`src/rtl/pokey_pkg.sv`:
```
// rtl/pokey_pkg.sv - shared types and constants for the POKEY keyboard scanner
//
// Purpose: scan FSM state encoding, scan position width and the "no key"
// position shared by pokey_kb_scan and its helpers.
// Ports: none (package).
package pokey_pkg;

  localparam int KB_POS_W = 4;
  localparam logic [KB_POS_W-1:0] KB_NOKEY = 4'h0;

  typedef enum logic [1:0] {
    IDLE    = 2'd0,
    CAPTURE = 2'd1,
    HELD    = 2'd2,
    RELCHK  = 2'd3
  } kb_state_e;

endpackage

```
`src/rtl/pokey_kb_sync.sv`:
```
// rtl/pokey_kb_sync.sv - 2-flop synchronizer for the active-low keypad return line
//
// Purpose: brings the asynchronous kr1_n line into the clk domain. Both flops
// reset to 1 so a reset never looks like a closed key.
// Ports:
//   clk    in   system clock
//   rst_n  in   asynchronous active-low reset
//   d_n    in   raw active-low return line
//   q_n    out  synchronized active-low return line (2 clk latency)
module pokey_kb_sync (
  input  logic clk,
  input  logic rst_n,
  input  logic d_n,
  output logic q_n
);

  logic meta_q, meta_d;
  logic sync_q, sync_d;

  always_comb begin
    meta_d = d_n;
    sync_d = meta_q;
  end

  always_ff @(posedge clk or negedge rst_n) begin
    if (!rst_n) begin
      meta_q <= 1'b1;
      sync_q <= 1'b1;
    end else begin
      meta_q <= meta_d;
      sync_q <= sync_d;
    end
  end

  assign q_n = sync_q;

endmodule

```
`src/rtl/pokey_kb_scan.sv`:
```
// rtl/pokey_kb_scan.sv - POKEY keyboard matrix scanner with debounce FSM
//
// Purpose: walks a 4-bit scan position across the keypad on every scan_tick,
// samples the return line and accepts the first closed key (position 0 means
// "no key"). With debounce a key must be seen on two consecutive passes to be
// accepted and seen open on two consecutive passes to be released.
// Optional feature: define POKEY_KB_SYNC_EN to pass kr1_n through a 2-flop
// synchronizer before sampling (needs scan_tick spacing of >= 3 clks).
// Ports:
//   clk            in   system clock
//   rst_n          in   asynchronous active-low reset
//   scan_tick      in   one-clk scan step strobe
//   scan_en        in   keyboard scan enable
//   debounce_en    in   debounce enable
//   kr1_n          in   keypad return, low = key at k_scan closed
//   k_scan         out  current scan position
//   keycode_latch  out  last accepted scan position
//   key_valid      out  one-clk pulse per accepted key
//   key_down       out  key held level
module pokey_kb_scan
  import pokey_pkg::*;
(
  input  logic                clk,
  input  logic                rst_n,
  input  logic                scan_tick,
  input  logic                scan_en,
  input  logic                debounce_en,
  input  logic                kr1_n,
  output logic [KB_POS_W-1:0] k_scan,
  output logic [KB_POS_W-1:0] keycode_latch,
  output logic                key_valid,
  output logic                key_down
);

  logic kr1_s_n;

`ifdef POKEY_KB_SYNC_EN
  pokey_kb_sync u_sync (
    .clk   (clk),
    .rst_n (rst_n),
    .d_n   (kr1_n),
    .q_n   (kr1_s_n)
  );
`else
  assign kr1_s_n = kr1_n;
`endif

  kb_state_e           state_q, state_d;
  logic [KB_POS_W-1:0] k_scan_q, k_scan_d;
  logic [KB_POS_W-1:0] cmp_q, cmp_d;
  logic [KB_POS_W-1:0] latch_q, latch_d;
  logic                key_valid_q, key_valid_d;
  logic                key_down_q, key_down_d;

  logic pressed;
  logic at_cmp;
  logic real_key;

  // Samples always refer to the position before this tick's increment.
  assign pressed  = ~kr1_s_n;
  assign at_cmp   = (k_scan_q == cmp_q);
  assign real_key = pressed && (k_scan_q != KB_NOKEY);

  always_comb begin
    state_d     = state_q;
    k_scan_d    = k_scan_q;
    cmp_d       = cmp_q;
    latch_d     = latch_q;
    key_valid_d = 1'b0;
    key_down_d  = key_down_q;

    if (!scan_en) begin
      // Disable wins over a coincident tick; the latched code is kept.
      state_d    = IDLE;
      key_down_d = 1'b0;
    end else if (scan_tick) begin
      k_scan_d = k_scan_q + 4'd1;
      unique case (state_q)
        IDLE: begin
          if (real_key) begin
            cmp_d = k_scan_q;
            if (debounce_en) begin
              state_d = CAPTURE;
            end else begin
              latch_d     = k_scan_q;
              key_valid_d = 1'b1;
              key_down_d  = 1'b1;
              state_d     = HELD;
            end
          end
        end
        // cmp is never 0 outside IDLE, so position 0 never matches here.
        CAPTURE: begin
          if (at_cmp) begin
            if (pressed) begin
              latch_d     = cmp_q;
              key_valid_d = 1'b1;
              key_down_d  = 1'b1;
              state_d     = HELD;
            end else begin
              state_d = IDLE;
            end
          end
        end
        HELD: begin
          if (at_cmp && !pressed) begin
            if (debounce_en) begin
              state_d = RELCHK;
            end else begin
              state_d    = IDLE;
              key_down_d = 1'b0;
            end
          end
        end
        RELCHK: begin
          if (at_cmp) begin
            if (pressed) begin
              state_d = HELD;
            end else begin
              state_d    = IDLE;
              key_down_d = 1'b0;
            end
          end
        end
        default: state_d = IDLE;
      endcase
    end
  end

  always_ff @(posedge clk or negedge rst_n) begin
    if (!rst_n) begin
      state_q     <= IDLE;
      k_scan_q    <= KB_NOKEY;
      cmp_q       <= KB_NOKEY;
      latch_q     <= KB_NOKEY;
      key_valid_q <= 1'b0;
      key_down_q  <= 1'b0;
    end else begin
      state_q     <= state_d;
      k_scan_q    <= k_scan_d;
      cmp_q       <= cmp_d;
      latch_q     <= latch_d;
      key_valid_q <= key_valid_d;
      key_down_q  <= key_down_d;
    end
  end

  assign k_scan        = k_scan_q;
  assign keycode_latch = latch_q;
  assign key_valid     = key_valid_q;
  assign key_down      = key_down_q;

endmodule

```
`config.mk`:
```
export PLATFORM = sky130hd
export DESIGN_NAME = pokey_kb_scan
export DESIGN_NICKNAME = d
export VERILOG_FILES = /design/src/rtl/pokey_pkg.sv /design/src/rtl/pokey_kb_sync.sv /design/src/rtl/pokey_kb_scan.sv
export SDC_FILE = /design/constraint.sdc
export NUM_CORES = 1
export LEC_CHECK = 0
export CAP_MARGIN = 40
export CORE_UTILIZATION = 48
export CTS_BUF_LIST = sky130_fd_sc_hd__clkbuf_2 sky130_fd_sc_hd__clkbuf_4 sky130_fd_sc_hd__clkbuf_8
export CTS_CLUSTER_DIAMETER = 40
export CTS_CLUSTER_SIZE = 14
export DETAILED_ROUTE_END_ITERATION = 8
export GPL_TIMING_DRIVEN = 1
export HOLD_SLACK_MARGIN = 0.02
export PLACE_DENSITY = 0.74
export SKIP_LAST_GASP = 1
export SLEW_MARGIN = 20
export SYNTH_ARGS = -nofsm -noshare
export SYNTH_HDL_FRONTEND = slang
export SYNTH_SLANG_ARGS = --single-unit
```
`constraint.sdc`:
```
create_clock -name clk -period 1.7 [get_ports clk]
set_input_delay 0.17 -clock clk [delete_from_list [all_inputs] [get_ports clk]]
set_output_delay 0.17 -clock clk [all_outputs]
set_load 0.01 [all_outputs]
```
=== Word-level counts from Yosys, hierarchy flattened ===
Index checks and enable logic that the tools add are counted.

* Output and inout port bits: 10
* Input port bits: 6
* Register bits: 16
* Word-level logic and storage cells: 69

* Equal/unequal tests: 18
* Reductions and logical operators: 11
* Bitwise logic cells: 1
* Add/subtract/negate cells: 1
* Mux-type cells: 32

{| class="wikitable"
|+ Operators with widths
! operator !! number
|-
| inequality test 3 bit (second input constant) || 8
|-
| 2-to-1 mux 1 bit || 16
|-
| 2-to-1 mux 2 bit || 8
|-
| 2-to-1 mux 4 bit || 4
|-
| inequality test 2 bit (second input constant) || 5
|-
| AND reduction 9 bit || 1
|-
| case mux 4 bit (2 select lines) || 1
|-
| AND reduction 4 bit || 2
|-
| AND reduction 7 bit || 1
|-
| case mux 2 bit (3 select lines) || 1
|-
| adder 4 x 1 -> 4 bit (second input constant) || 1
|-
| equality test 2 bit (second input constant) || 2
|-
| equality test 4 bit || 1
|-
| case mux 1 bit (4 select lines) || 1
|-
| nonzero test 4 bit || 1
|-
| inequality test 3 x 2 -> 1 bit (second input constant) || 1
|-
| equality test 2 x 1 -> 1 bit (second input constant) || 1
|-
| logical AND 1 bit || 2
|-
| zero test 2 bit || 1
|-
| case mux 1 bit (2 select lines) || 1
|-
| AND reduction 2 bit || 1
|-
| nonzero test 2 bit || 1
|-
| OR reduction 2 bit || 1
|-
| inverter 1 bit || 1
|}

=== Longest topological paths before layout ===
Gate-level depths: netlist of the first run.

* Depth after elaboration: 6
* Gate-level depth with buffers: 5

=== Least setup slack after synthesis of the first run ===
Ideal clock, no wire load.

* Path type: register -> register
* From: register k_scan_q[0], in the netlist k_scan[0]
* To: register latch_q[0], in the netlist keycode_latch[0]
* Period minus slack after synthesis: 1922 ps
* Path slack: -222 ps
* Arrival: 1798 ps
* Required time: 1575 ps
* Setup time: 125 ps
* Buffers on the path: 0
* Stages on the path, launching flop included: 6
* Cell sequence: dfrtp_1 -> inv_1 -> ha_1 -> a2111o_1 -> o22ai_2 -> mux2_2

* Longest elaborated chain between the ends: 4
* Elaborated cells between the ends (all ways): 9
* Those cells by class: eq/ne: 3; mux: 3; reduce/logical: 3

{| class="wikitable"
|+ RTL lines
! element !! RTL line !! text
|-
| start: declaration || pokey_kb_scan.sv:49 || <nowiki>logic [KB_POS_W-1:0] k_scan_q, k_scan_d;</nowiki>
|-
| start signal: assignment || pokey_kb_scan.sv:140 || <nowiki>k_scan_q <= k_scan_d;</nowiki>
|-
| nonzero test 4 bit || pokey_kb_scan.sv:62 || <nowiki>assign real_key = pressed && (k_scan_q != KB_NOKEY);</nowiki>
|-
| logical AND 1 bit || pokey_kb_scan.sv:62 ||
|-
| inequality test 2 bit (no line) || -- ||
|-
| AND reduction 7 bit (no line) || -- ||
|-
| end signal: assignment || pokey_kb_scan.sv:142 || <nowiki>latch_q <= latch_d;</nowiki>
|-
| end: declaration || pokey_kb_scan.sv:51 || <nowiki>logic [KB_POS_W-1:0] latch_q, latch_d;</nowiki>
|}

Parallel ways exist; a longest one is shown, timed or not. The select of a mux whose other input is x is not followed.
A chain may end at the register's enable or synchronous reset.

=== Final worst setup path of the first run ===
* From: register k_scan_q[1], in the netlist k_scan[1]
* To: register latch_q[3], in the netlist keycode_latch[3]

* Longest elaborated chain between the ends: 4
* Elaborated cells between the ends (all ways): 6
* Those cells by class: eq/ne: 3; reduce/logical: 3

{| class="wikitable"
|+ RTL lines
! element !! RTL line
|-
| nonzero test 4 bit || pokey_kb_scan.sv:62
|-
| logical AND 1 bit || pokey_kb_scan.sv:62
|-
| inequality test 2 bit (no line) || --
|-
| AND reduction 7 bit (no line) (*) || --
|}

Mark *: on every way between the ends. The rest lies on a longest branch, timed or not.

==> results of run 1 <==
[layout make-up]
class / count / share of cell area [%]
multi-input cells: 57 / 40.7
flip-flops and latches: 16 / 30.0
repair buffers: 36 / 22.9
clock buffers: 4 / 2.70
well taps: 25 / 2.33
inverters: 5 / 1.40
[repair_timing]
action	CTS	global route
setup buffers	1	1
endpoints found under the hold margin	0	0
hold buffers	0	0
pin swaps	4	4
endpoints found under the setup margin	11	12
gates resized for setup	2	9
[power breakdown]
group          internal [mW]  switching (mW)
registers              0.537           0.132
logic                  0.715           0.507
clock network          0.131           0.124
total                   1.38           0.764
[kinds of logic (layout without fill, tap and decap cells)]
family / Yosys count / count (layout) / synth area share (%)
AO/OA/AOI/OAI: 14 / 14 / 12.4
flip-flops: 16 / 16 / 45.3
XOR/XNOR: 7 / 7 / 6.93
AND/OR/NAND/NOR: 22 / 22 / 14.1
multiplexers: 12 / 12 / 15.3
buffers and inverters: 7 / 45 / 3.11
adder cells (fa/ha/maj): 2 / 2 / 2.83
[worst max-delay path, delay by kind of cell, from the launching register on]
family          cells  cell delay, ps
buf+inv             1              50
mux                 1             320
flops               1             380
fa+ha+maj           1             150
compound gates      2             730
[layout by cell type (no fill, tap or decap), types with 2 or more instances in the layout]
cell type,n
xnor2_1,5
and2_1,2
o21ai_0,3
mux2_2,5
clkdlybuf4s50_1,15
dfrtp_2,2
buf_4,21
dfrtp_1,14
clkbuf_4,3
nand2_1,6
xnor2_2,2
o22ai_2,2
inv_1,3
inv_2,2
nor2_1,2
nand4_1,3
mux2_4,7
[cells in the mapped netlist, types with 2 or more instances]
library cell and instances:
mux2_2 12, nand4_1 3, xnor2_1 7, nor2_1 2, o22ai_1 2, ha_1 2
o21ai_0 3, and2_1 2, nand2_1 6, dfrtp_1 16, inv_1 5
[registers in the layout, summed over array words and instances (netlist names)]
signal         count
cmp_q              4
k_scan             4
keycode_latch      4
state_q            2
key_down           1
key_valid          1
[worst max-delay path by stage]
| stage | from | endpoint | slack (ps) |
|---|---|---|---|
| 2_1_floorplan | k_scan[0] | keycode_latch[0] | -120 |
| 5_1_grt | k_scan[0] | keycode_latch[3] | -110 |
| 3_3_place_gp | scan_tick | keycode_latch[3] | -150 |
| 4_1_cts | k_scan[1] | keycode_latch[1] | -80 |
| 6_report | k_scan[1] | keycode_latch[3] | -50 |
| 3_5_place_dp | scan_tick | keycode_latch[1] | -180 |
[layer usage]
metal | vias up | part of all wire, % | global-route usage, %
li1 | 373 | - | -
met1 | 360 | 44 | 26.6
met2 | 21 | 49 | 41.2
met3 | 9 | 3.4 | 5.60
met4 | 0 | 4.1 | 13.3
met5 | - | 0 | 0
[through the flow]
stage,instances,area (um^2)
2_1_floorplan,80,912
3_3_place_gp,137,1230
3_5_place_dp,137,1230
4_1_cts,142,1290
5_1_grt,143,1340
6_report,143,1340
==> run metrics, run 1 <==
Crit-path slowest cell a2111o_1; critical path cell sequence inv_2 > ha_4 > a2111o_1 > o22ai_4 > mux2_4; io pins 16; worst-case clock buffer depth 2; die area between 2000 and 2500 um^2; Congestion Overflow GR 0; H-tree depth 1; # Max-Cap Violations 0; period utilisation layout 103%; area of the multi-input gates 547 um^2; CP Max Fanout 4; Mapped Nets 88; Final HPWL DP roughly 1.6 mm; Yosys top cell by area dfrtp_1; share of cells above drive strength 1 approximately 46%; clock tree sinks 16; Pre-Repair DR Iteration Count 4; Worst Setup Start Kind flop; reg-to-reg critical path startpoint k_scan[1]; # port buffers 15; Post-synth EDFFs 0; min Tclk post-route 1750 ps; CTS Buf Count 3; failing checks setup timing; first-pass GRT wire length between 3 and 4 mm; Yosys cell types 31; largest net degree at the start of global routing 17; Arr. time, crit path ~1900 ps; post-layout util 77.8%; synth top area cells dfrtp_1 45%, mux2_2 15%, xnor2_1 6.9%; clk_lat worst skew roughly 290 ps; initial core utilization ~50%; reg-to-reg slack, setup -50 ps; reg-to-reg critical path endpoint keycode_latch[3]; predominant post-synthesis flop cell dfrtp_1; Async S/R FF share, synth 100%; fmax 570 MHz; relative max-transition margin between 70% and 80%; Die Span X between 40 and 50 um; area of the core around 1700 um^2; Reg2Reg Depth 5; fillers between 100 and 150; slowest stage delay, CP ~460 ps; worst hold slack roughly 170 ps; Syn Area/Cell around 11 um^2; Layout Skew 4.96 ps; DRC 0; routed wire length between 2 and 2.5 mm; PD cells around 1600 nW/um^2; Setup CP Type reg -> reg; synth-to-layout area growth 51.9%; #FFs+latches synth 16; number of global-route vias before repair 742; yosys warns 0; routed length per placed instance about 15 um; Mapped Cells 80; Vias/cell around 5.3; Final Hold Fails 0; Max rail drop VDD about 1.1 mV; Final TNS setup -226 ps; Hold/Removal Path Class in -> async; ant diodes 0; routability cong. 0.834; post-synth top area share between 40% and 50%; DRT antenna net count 0; Worst EP required about 1900 ps; Mapped Area 885 um^2; CTS tree done; outcome finished with violations; Tot Pwr 2.15 mW; RSZ-0062 raised after global routing yes; crit path capture type flop; Max Slew Vio Count 0; antenna violations before repair 0; fin nets approximately 130; number of setup violations in the final report 5; Seq/Total Area, Yosys 45.3%; worst-margin pin slew around 350 ps; Initial DRC Count 22; leakage around 0.57 nW; Place WS -182 ps; Row Count 15; Sequential Area between 400 and 500 um^2; Worst-path clk slew about 100 ps; Global Route Usage Sum around a quarter; final setup margin -53.2 ps; routed vias around 760; DIE HEIGHT 44.9 um; CTS root buf clkbuf_4
No activity file was read; power rests on OpenSTA's default activity.
==> inputs of run 2 (changes only) <==
- ABC_AREA: default -> 1
- CORE_UTILIZATION: 48 -> 49
- SYNTH_HIERARCHICAL: default -> 1
==> run metrics, run 2 <==
worst hold slack 196 ps (+22.4 ps); synth-to-layout area growth 23.4%; CTS tree done; routed length per placed instance 11.5 um (-25%); Post-CTS Setup Bufs 0 (-1); fmax 674 MHz (+18%); ant diodes 0 (unchanged); post-synth top area share 42.0% (-3.2 points); Worst EP required 1530 ps (-350 ps); Layout Skew 10.7 ps (+5.74 ps); non-filler cells, final 166 (+16%); Mapped Cells 121 (+51%); PD cells 1720 nW/um^2 (+7.4%); share of cells above drive strength 1 18.4% (-27 points); largest net degree at the start of global routing 17 (unchanged); CTS root buf clkbuf_4; final setup margin 216 ps (+269 ps); synth top area cells dfrtp_1 42%, nand2_1 15%, o21ai_0 5.3%; Syn Area/Cell 7.87 um^2 (-29%); relative max-transition margin 80.0% (+3.3 points); Sw Pwr 901 uW (+18%); commonest non-fill, non-tap cells in the layout 38 x nand2_1, 15 x dfrtp_1, 15 x clkdlybuf4s50_1; Global Route Usage Sum 19.9% (-3.9 points); Mapped Area 952 um^2 (+7.6%); GRT met3 Usage 3.53% (-2.1 points); Async S/R FF share, synth 100% (unchanged); Post-synth EDFFs 0 (unchanged); Seq/Total Area, Yosys 42.0% (-3.2 points); RSZ-0062 raised after global routing no; # port buffers 15 (unchanged); routed wire length 1.90 mm (-13%); routability cong. 0.796 (-4.6%); min Tclk post-route 1480 ps (-269 ps); Worst-path clk slew 90 ps (about the same); commonest non-fill, non-tap cell in the layout nand2_1; Synth Area in XOR/XNOR 2.76% (-4.2 points); Final HPWL DP 1.47 mm (-6.7%); worst-margin pin slew 297 ps (-51.9 ps); # Max-Cap Violations 0 (unchanged); count leader, synth nand2_1; initial core utilization 53.4% (+2.2 points); sequential share of power 35.5% (+4.3 points); Pre-Repair DR Iteration Count 4 (unchanged); area of the core 1780 um^2 (+3.3%); H-tree depth 1 (unchanged); DRT antenna net count 0 (unchanged); Hold/Removal Path Class in -> async; Congestion Overflow GR 0 (unchanged); Max rail drop VDD 1.09 mV (+1.1%); Max Slew Vio Count 0 (unchanged); leakage 0.569 nW (-0.34%); #FFs+latches synth 16 (unchanged); reg-to-reg slack, setup 220 ps (+270 ps); sw frac 44.7% (+9.1 points); Worst Setup Start Kind flop; design area 1170 um^2 (-13%); Final TNS setup 0 ps (+226 ps); Die Span X 46.1 um (+2.6%); number of global-route vias before repair 666 (-10%); Initial DRC Count 30 (+36%); number of setup violations in the final report 0 (-5); CP Max Fanout 5 (+1); Post-DP Area 1150 um^2 (-6.2%); clock tree sinks 16 (unchanged); post-layout util 65.9% (-12 points); antenna violations before repair 0 (unchanged); Yosys cell types 24 (-23%); Vias/cell 5.01 (-6.1%); complex-gate fraction of the synthesized area 14.6% (+2.1 points); Placed Cells incl. Taps 163 (+19%); met1 GRT Util 27.4% (+0.83 points); Clk pwr share 9.7% (-2.2 points); mux contribution to synthesized area 0% (-15 points); io pins 16 (unchanged); Yosys top cell by area dfrtp_1; Tot Pwr 2.02 mW (-6.1%); largest family of logic cells by synthesized area simple AND/OR/NAND/NOR gates; die area 2120 um^2 (+5.2%); Internal 1.11 mW (-19%); worst-case clock buffer depth 2 (unchanged); Hold-fix buffers, CTS 0 (unchanged); routed vias 832 (+9.0%); Arr. time, crit path 1310 ps (-630 ps); period utilisation layout 87.3% (-16 points); post-synthesis simple-gate area fraction 30.7% (+17 points); CTS Buf Count 3 (unchanged); DIE HEIGHT 46.1 um (+2.6%); GRT busiest layer met2; crit path capture type output port; Mapped Nets 129 (+47%); met2 Use GR 30.4% (-11 points); fin nets 151 (+19%); adder-cell share of the synthesized area 2.63% (-0.20 points); Row Count 15 (unchanged); yosys warns 6 (+6); Comb pwr share 54.8% (-2.2 points); Place WS 196 ps (+378 ps); predominant post-synthesis flop cell dfrtp_1; Final Hold Fails 0 (unchanged); Post-synth top cells 38 x nand2_1, 16 x dfrtp_1, 13 x inv_1; clk_lat worst skew 290 ps (about the same); DRC 0 (unchanged); first-pass GRT wire length 2.93 mm (-11%); Setup CP Type reg -> out; outcome completed
run 2: changes by cell type after synthesis, moves of 4 or more:
| cell | previous run | this run |
|---|---|---|
| nand2_1 | 6 | 38 |
| mux2_2 | 12 | 0 |
| xnor2_1 | 7 | 0 |
| inv_1 | 5 | 13 |
| o21ai_2 | 0 | 5 |
| o21ai_0 | 3 | 10 |
| inv_2 | 0 | 4 |
run 2: repair_timing:
action                                 CTS  global route
resized for setup                        0             1
endpoints found under the hold margin    0             0
setup endpoints to repair                0             1
run 2: critical path, stage by stage, from the launching register on:
cell             delay (ps)
dfrtp_1                 370
buf_4                   140
clkdlybuf4s50_1         530
run 2: power groups by stage:
| stage | clock network (mW) | logic, mW | registers, mW |
|---|---|---|---|
| global route | 0.211 | 1.24 | 0.742 |
| floorplan | 0 | 0.710 | 0.727 |
| CTS | 0.201 | 1.11 | 0.711 |
| detailed placement | 0 | 1.10 | 0.718 |
| finish | 0.196 | 1.10 | 0.716 |
| global placement | 0 | 1.09 | 0.714 |
run 2: kinds of logic after synthesis:
logic type / after synthesis
AND/OR/NAND/NOR: 61
buffers and inverters: 18
XOR/XNOR: 3
adder cells (fa/ha/maj): 2
AO/OA/AOI/OAI: 21
flip-flops: 16
run 2: worst paths after layout:
path                                 from          endpoint  depth (start not counted)
worst max-delay path            k_scan[1]         k_scan[1]                          2
worst min-delay path                rst_n  keycode_latch[1]                          2
worst max register to register  k_scan[0]          cmp_q[2]                          8
worst min register to register   key_down          key_down                          2
max in group asynchronous           rst_n         k_scan[0]                          2
min in group clk                 key_down          key_down                          2
run 2: area by class of cell:
class | count | area (um^2)
fillers | 157 | 608
multi-input cells | 87 | 483
flip-flops and latches | 16 | 402
repair buffers | 18 | 173
inverters | 17 | 63.8
well taps | 25 | 31.3
clock buffers | 3 | 22.5
run 2: routing by layer:
metal  vias to the layer above  share of wire, %
li1                        427                 -
met1                       372                47
met2                        29                45
met3                         4               6.5
met4                         0               1.6
met5                         -                 0
